**src/rtl/pmem_arbiter.sv**
```systemverilog
// Physical-memory port arbiter shared by the instruction and data caches.
// One requester is served at a time, with round-robin on ties. Address and
// write data are registered toward memory. The memory response is steered
// back to the granted cache. A single turnaround cycle follows every
// transaction so that a request still held from the finished transfer is
// never granted again.
module pmem_arbiter #(
    parameter int ADDR_WIDTH = 32,
    parameter int LINE_WIDTH = 256
) (
    input  logic                  clk,
    input  logic                  rst,
    input  logic                  i_pmem_read,
    input  logic [ADDR_WIDTH-1:0] i_pmem_address,
    output logic [LINE_WIDTH-1:0] i_pmem_rdata,
    output logic                  i_pmem_resp,
    input  logic                  d_pmem_read,
    input  logic                  d_pmem_write,
    input  logic [ADDR_WIDTH-1:0] d_pmem_address,
    input  logic [LINE_WIDTH-1:0] d_pmem_wdata,
    output logic [LINE_WIDTH-1:0] d_pmem_rdata,
    output logic                  d_pmem_resp,
    output logic                  mem_read,
    output logic                  mem_write,
    output logic [ADDR_WIDTH-1:0] mem_address,
    output logic [LINE_WIDTH-1:0] mem_wdata,
    input  logic [LINE_WIDTH-1:0] mem_rdata,
    input  logic                  mem_resp
);

    typedef enum logic [1:0] {
        IDLE    = 2'd0,
        SERVE_I = 2'd1,
        SERVE_D = 2'd2,
        TURN    = 2'd3
    } state_t;

    state_t                state_q, state_d;
    logic [ADDR_WIDTH-1:0] addr_q, addr_d;
    logic [LINE_WIDTH-1:0] wdata_q, wdata_d;
    logic                  is_write_q, is_write_d;
    logic                  last_grant_q, last_grant_d;   // 0 = icache, 1 = dcache
    logic [LINE_WIDTH-1:0] i_rdata_q, i_rdata_d;         // last line handed to icache
    logic [LINE_WIDTH-1:0] d_rdata_q, d_rdata_d;         // last line handed to dcache
    logic                  req_i, req_d;

    // State and datapath registers; reset abandons any in-flight transfer.
    always_ff @(posedge clk or negedge rst) begin
        if (!rst) begin
            state_q      <= IDLE;
            addr_q       <= '0;
            wdata_q      <= '0;
            is_write_q   <= 1'b0;
            last_grant_q <= 1'b1;
            i_rdata_q    <= '0;
            d_rdata_q    <= '0;
        end else begin
            state_q      <= state_d;
            addr_q       <= addr_d;
            wdata_q      <= wdata_d;
            is_write_q   <= is_write_d;
            last_grant_q <= last_grant_d;
            i_rdata_q    <= i_rdata_d;
            d_rdata_q    <= d_rdata_d;
        end
    end

    // Arbitration, memory command generation and response steering.
    always_comb begin
        state_d      = state_q;
        addr_d       = addr_q;
        wdata_d      = wdata_q;
        is_write_d   = is_write_q;
        last_grant_d = last_grant_q;
        mem_read     = 1'b0;
        mem_write    = 1'b0;
        mem_address  = addr_q;
        mem_wdata    = wdata_q;
        i_pmem_resp  = 1'b0;
        d_pmem_resp  = 1'b0;
        req_i        = i_pmem_read;
        req_d        = d_pmem_read | d_pmem_write;

        case (state_q)
            IDLE: begin
                // On a tie the icache wins only if the dcache had the last grant.
                if (req_i && (!req_d || last_grant_q)) begin
                    state_d      = SERVE_I;
                    addr_d       = i_pmem_address;
                    is_write_d   = 1'b0;
                    last_grant_d = 1'b0;
                end else if (req_d) begin
                    state_d      = SERVE_D;
                    addr_d       = d_pmem_address;
                    wdata_d      = d_pmem_wdata;
                    is_write_d   = d_pmem_write;   // write wins if both are raised
                    last_grant_d = 1'b1;
                end
            end
            SERVE_I: begin
                mem_read  = ~is_write_q;
                mem_write = is_write_q;
                if (mem_resp) begin
                    i_pmem_resp = 1'b1;
                    state_d     = TURN;
                end
            end
            SERVE_D: begin
                mem_read  = ~is_write_q;
                mem_write = is_write_q;
                if (mem_resp) begin
                    d_pmem_resp = 1'b1;
                    state_d     = TURN;
                end
            end
            TURN: begin
                state_d = IDLE;
            end
            default: begin
                state_d = IDLE;
            end
        endcase

        // The completing cache sees memory data directly; the other keeps its shadow.
        i_pmem_rdata = i_pmem_resp ? mem_rdata : i_rdata_q;
        d_pmem_rdata = d_pmem_resp ? mem_rdata : d_rdata_q;
        i_rdata_d    = i_pmem_rdata;
        d_rdata_d    = d_pmem_rdata;
    end

endmodule

```
**config.mk**
```make
export PLATFORM = sky130hd
export DESIGN_NAME = pmem_arbiter
export DESIGN_NICKNAME = d
export VERILOG_FILES = /design/src/rtl/pmem_arbiter.sv
export SDC_FILE = /design/constraint.sdc
export NUM_CORES = 1
export LEC_CHECK = 0
export ABC_CLOCK_PERIOD_IN_PS = 3000
export CAP_MARGIN = 20
export CORE_AREA = 2 2 541 543
export CTS_CLUSTER_SIZE = 20
export DETAILED_ROUTE_END_ITERATION = 8
export DIE_AREA = 0 0 543 545
export GPL_TIMING_DRIVEN = 0
export SLEW_MARGIN = 20
export SYNTH_ARGS = -nofsm -noshare
export SYNTH_HDL_FRONTEND = slang
export SYNTH_SLANG_ARGS = --single-unit
```
**constraint.sdc**
```tcl
create_clock -name clk -period 3 [get_ports clk]
set_clock_uncertainty 0.15 [all_clocks]
set_input_delay 0.45 -clock clk [delete_from_list [all_inputs] [get_ports clk]]
set_output_delay 0.45 -clock clk [all_outputs]
set_load 0.02 [all_outputs]
```
# Word-level counts from Yosys, hierarchy flattened
# Cells that the tools add are included.
# totals
output_inout_bits	804
register_bits	804
in_bits	582
wordCells	41
# classes
eq_ne	5
mux	17
n_reduce_logical	9
bitwise_logic	3
# op_table
cell	n
$mux 256	2
$mux 32	2
$mux 1	9
$mux 2	3
$pmux 2 s3	1
$eq 2x2->1 const B	2
$reduce_and 2->1	2
$ne 3x3->1 const B	1
$reduce_and 3->1	1
$eq 2x1->1 const B	1
$logic_not 2->1	1
$ne 2x1->1 const B	1
$not 1->1	2
$reduce_bool 2->1	1
$reduce_or 2->1	1
$logic_and 1x1->1	1
$logic_not 1->1	1
$logic_or 1x1->1	1
$or 1x1->1	1

# Logic depth before layout (Yosys ltp)
# logic_depth
ltp_word	6
depth_mapped	7
ltp_nobuf	5

# Worst setup path before layout
# No wires, ideal clock.
# synth_timing
kind	register to output
startpoint	register state_q[0]
endpoint	output port d_pmem_rdata[246]
path_buffers	3
setup_slack_ns	0.744
stages_incl_launch_ff	8
required_time_ns	2.400
t_arrival_ns	1.656
path_cell_list	dfrtp_1 -> inv_1 -> ha_1 -> and2_1 -> buf_2 -> buf_4 -> buf_2 -> mux2_2
# synth_via
elab_chain_cells	3
# synth_rtl
item	line	rtl
start, declared	38	state_t state_q, state_d;
start signal, assigned	58	state_q <= state_d;
$eq 2x2->1	84	case (state_q)
$mux 1	84	
net d_pmem_resp	22	output logic d_pmem_resp,
$mux 256	126	d_pmem_rdata = d_pmem_resp ? mem_rdata : d_rdata_q;
end, declared	21	output logic [LINE_WIDTH-1:0] d_pmem_rdata,
# The timed path passes the listed nets, and every way through them passes these cells.

# Worst setup path after layout
# layout_timing
startpoint	register state_q[0]
endpoint	output port d_pmem_rdata[163]
# layout_via
elab_chain_cells	3
# layout_rtl
item	line
$eq 2x2->1	84
$mux 1	84
$mux 256	126
# Every way passes these cells.

==> impl_metrics.json <==
{
  "port_buffers": 1383,
  "die_y_microns": 545,
  "synth.most_common_cell": "dfrtp_1",
  "synth_warnings": 0,
  "crit_arrival_ns": 3.00,
  "drcViolationCount": 0,
  "p_total_w": 0.07046,
  "grt_pass1_vias": 25070,
  "syn_area_sq_mm": 0.03142,
  "hold_start": "d_pmem_address[24]",
  "fin_area_sq_mm": 0.05551,
  "layout-drive-gt1-share_pct": 39.56,
  "seq_area_frac_synth_pct": 64.03,
  "finalCritPeriodShare_pct": 120.0,
  "initial_utilization_pct": 10.83,
  "worstMarginPinSlew_ns": 0.9914,
  "synth_common_cells": "dfrtp_1, mux2_2, mux2_4",
  "drt_first_pass_iters": 5,
  "clk_latency_ns": 0.81,
  "crit_start": "state_q[0]$_DFFE_PN0P_",
  "yosysTopAreaCell": "dfrtp_1",
  "gr-usage-all-layers_pct": 16.11,
  "totalWireLength_microns": 252600,
  "antenna_left": 0,
  "cap_violations": 0,
  "min_path_type": "in2reg",
  "rsz0062_at_grt": "yes",
  "final_util_pct": 19.13,
  "fp-row-count": 198,
  "ys_ff_latch": 804,
  "synth.distinct_cells": 27,
  "clockBufferDepth": 4,
  "syn_inst": 1837,
  "dp_worst_setup_slack_ns": -2.118,
  "cts_max_level": 3,
  "antenna_found_initial": 267,
  "multi_input_area_sq_mm": 0.01059,
  "coreArea_sq_mm": 0.2901,
  "vias": 24400,
  "numCtsBuffers": 103,
  "violations": "setup timing",
  "end_kind": "primary output",
  "r2r_start": "state_q[1]$_DFFE_PN0P_",
  "grt_pass1_wl_microns": 300500,
  "gr-total-overflow": 0,
  "postPlaceCellArea_sq_mm": 0.05039,
  "num-fill-cells": 31280,
  "peakVddDrop_v": 0.0007091,
  "drv_slew": 0,
  "worstPathMaxFanout": 10,
  "drt_iter0_markers": 1275,
  "setup_ws_ns": -0.5988,
  "p_leak_nw": 23.74,
  "wl_per_cell_microns": 33.72,
  "final_hold_viol_count": 0,
  "hpwl_microns": 215100,
  "path_clk_slew_ns": 0.06,
  "synth.area.top_cells": "dfrtp_1, mux2_2, mux2_4, buf_12, buf_2",
  "syn-num-nets": 2423,
  "cp-start-kind": "flip-flop",
  "criticalPathCategory": "reg2out",
  "synthArstFlopShare_pct": 100.0,
  "finalSetupViolCount": 515,
  "fin_setup_tns_ns": -212.27,
  "io_pins": 1386,
  "cts_tree": "built",
  "fmax_mhz": 277.9,
  "post-route-min-period_ns": 3.599,
  "maxSlewHeadroom_pct": 33.60,
  "clock_sinks": 804,
  "syn_area_per_cell_sq_um": 17.10,
  "powerDensity_mw_per_mm2": 1269,
  "layout.nets": 4034,
  "avgViaCountPerCell": 3.257,
  "synth_top_area_share_pct": 63.95,
  "gp_congestion": 0.9722,
  "ys.flop_type": "dfrtp_1",
  "seq_area_sq_mm": 0.02012,
  "die_area_sq_mm": 0.2959,
  "cts_root_buf": "clkbuf_16",
  "die_w_microns": 543,
  "grt_max_degree": 133,
  "outcome": "finished with violations",
  "area_growth_pct": 76.65,
  "synth_edf_count": 0,
  "critPathRequiredTime_ns": 2.40
}
[timing repair]
item / 4_1_cts / 5_1_grt
setup endpoints to repair: 715 / 679
hold buffers: 31 / 0
gates cloned: 1 / 17
resized for setup: 884 / 759
endpoints found under the hold margin: 344 / 0
setup buffers: 7 / 58
pin swaps: 1 / 0
[stage by stage]
stage	cells	hold WS (ns)
finish	7491	0.09337
detailed placement	7129	0.1321
global placement	7120	0.3169
floorplan	1837	0.004409
CTS	7351	0.002422
global route	7441	0.04920
[sequential cells by signal, summed over array words and instances, names as in the netlist]
| signal | count |
|---|---|
| last_grant_q | 1 |
| is_write_q | 1 |
| mem_wdata | 256 |
| d_rdata_q | 256 |
| mem_address | 32 |
| i_rdata_q | 256 |
| state_q | 2 |
[cell usage in the layout, fill, tap and decap left out, types with 17 or more instances in the layout]
cell / n
clkdlybuf4s50_1: 874
dfrtp_1: 803
mux2_2: 491
mux2_4: 278
dlygate4sd2_1: 247
clkbuf_16: 123
buf_4: 92
clkbuf_2: 82
diode_2: 65
buf_2: 60
buf_12: 57
buf_6: 54
clkdlybuf4s15_2: 44
a31oi_1: 34
a21oi_1: 33
nor2_1: 33
o21ai_0: 32
dlygate4sd3_1: 31
clkbuf_8: 30
buf_16: 22
clkbuf_1: 21
clkinv_2: 17
[worst max-delay path, cell delays in order (launching register included)]
cell and delay [ns]:
dfrtp_1 0.36, inv_2 0.04, ha_1 0.18, and2_4 0.15
buf_16 0.16, buf_12 0.15, buf_16 0.14, buf_4 0.14
buf_12 0.14, buf_4 0.13, buf_6 0.10, mux2_4 0.30
buf_6 0.14
[final cells by class]
type	instances	share of cell area [%]
diodes	65	0.2930
plain buffers	106	3.059
clock buffers	147	5.541
clock inverters	36	0.7574
inverters	4	0.02705
multi-input cells	923	19.09
flip-flops and latches	804	36.25
well taps	3900	8.791
repair buffers	1506	26.20
[cells by family (layout without fill, tap and decap cells)]
logic type	count (synthesis)	count (layout)	synth area share [%]
and+or+nand+nor	44	44	0.5694
DFF	804	804	64.03
muxes	770	770	30.33
other	0	65	0
buffers and inverters	110	1799	2.935
AOI/OAI and AO/OA	105	105	1.975
adders and majority gates	4	4	0.1593
[power by group]
| group | switching [W] | total (W) | internal (W) |
|---|---|---|---|
| logic | 0.0217 | 0.0387 | 0.0170 |
| clock network | 0.00535 | 0.0131 | 0.00772 |
| registers | 0.00225 | 0.0187 | 0.0164 |
| total | 0.0293 | 0.0705 | 0.0412 |
[worst paths after layout]
path / end / slack [ns] / depth (start not counted)
worst max-delay path: d_pmem_rdata[163] / -0.60 / 12
worst min register to register: last_grant_q$_DFFE_PN1P_ / 0.34 / 2
max in group asynchronous: mem_wdata[185]$_DFFE_PN0P_ / 0.08 / 6
min in group asynchronous: i_rdata_q[162]$_DFF_PN0_ / 0.56 / 4
worst max register to register: mem_address[27]$_DFFE_PN0P_ / 0.32 / 6
worst min-delay path: mem_address[24]$_DFFE_PN0P_ / 0.09 / 3
[routing by layer]
| metal | global-route usage [%] | share of wire (%) | wire length, microns |
|---|---|---|---|
| met5 | 0 | 0.64 | 1618 |
| met4 | 5.191 | 3.9 | 9972 |
| met3 | 11.09 | 16 | 39620 |
| met2 | 25.72 | 45 | 113000 |
| met1 | 16.78 | 35 | 88460 |
Note: power is estimated with default switching activity, not from simulation.
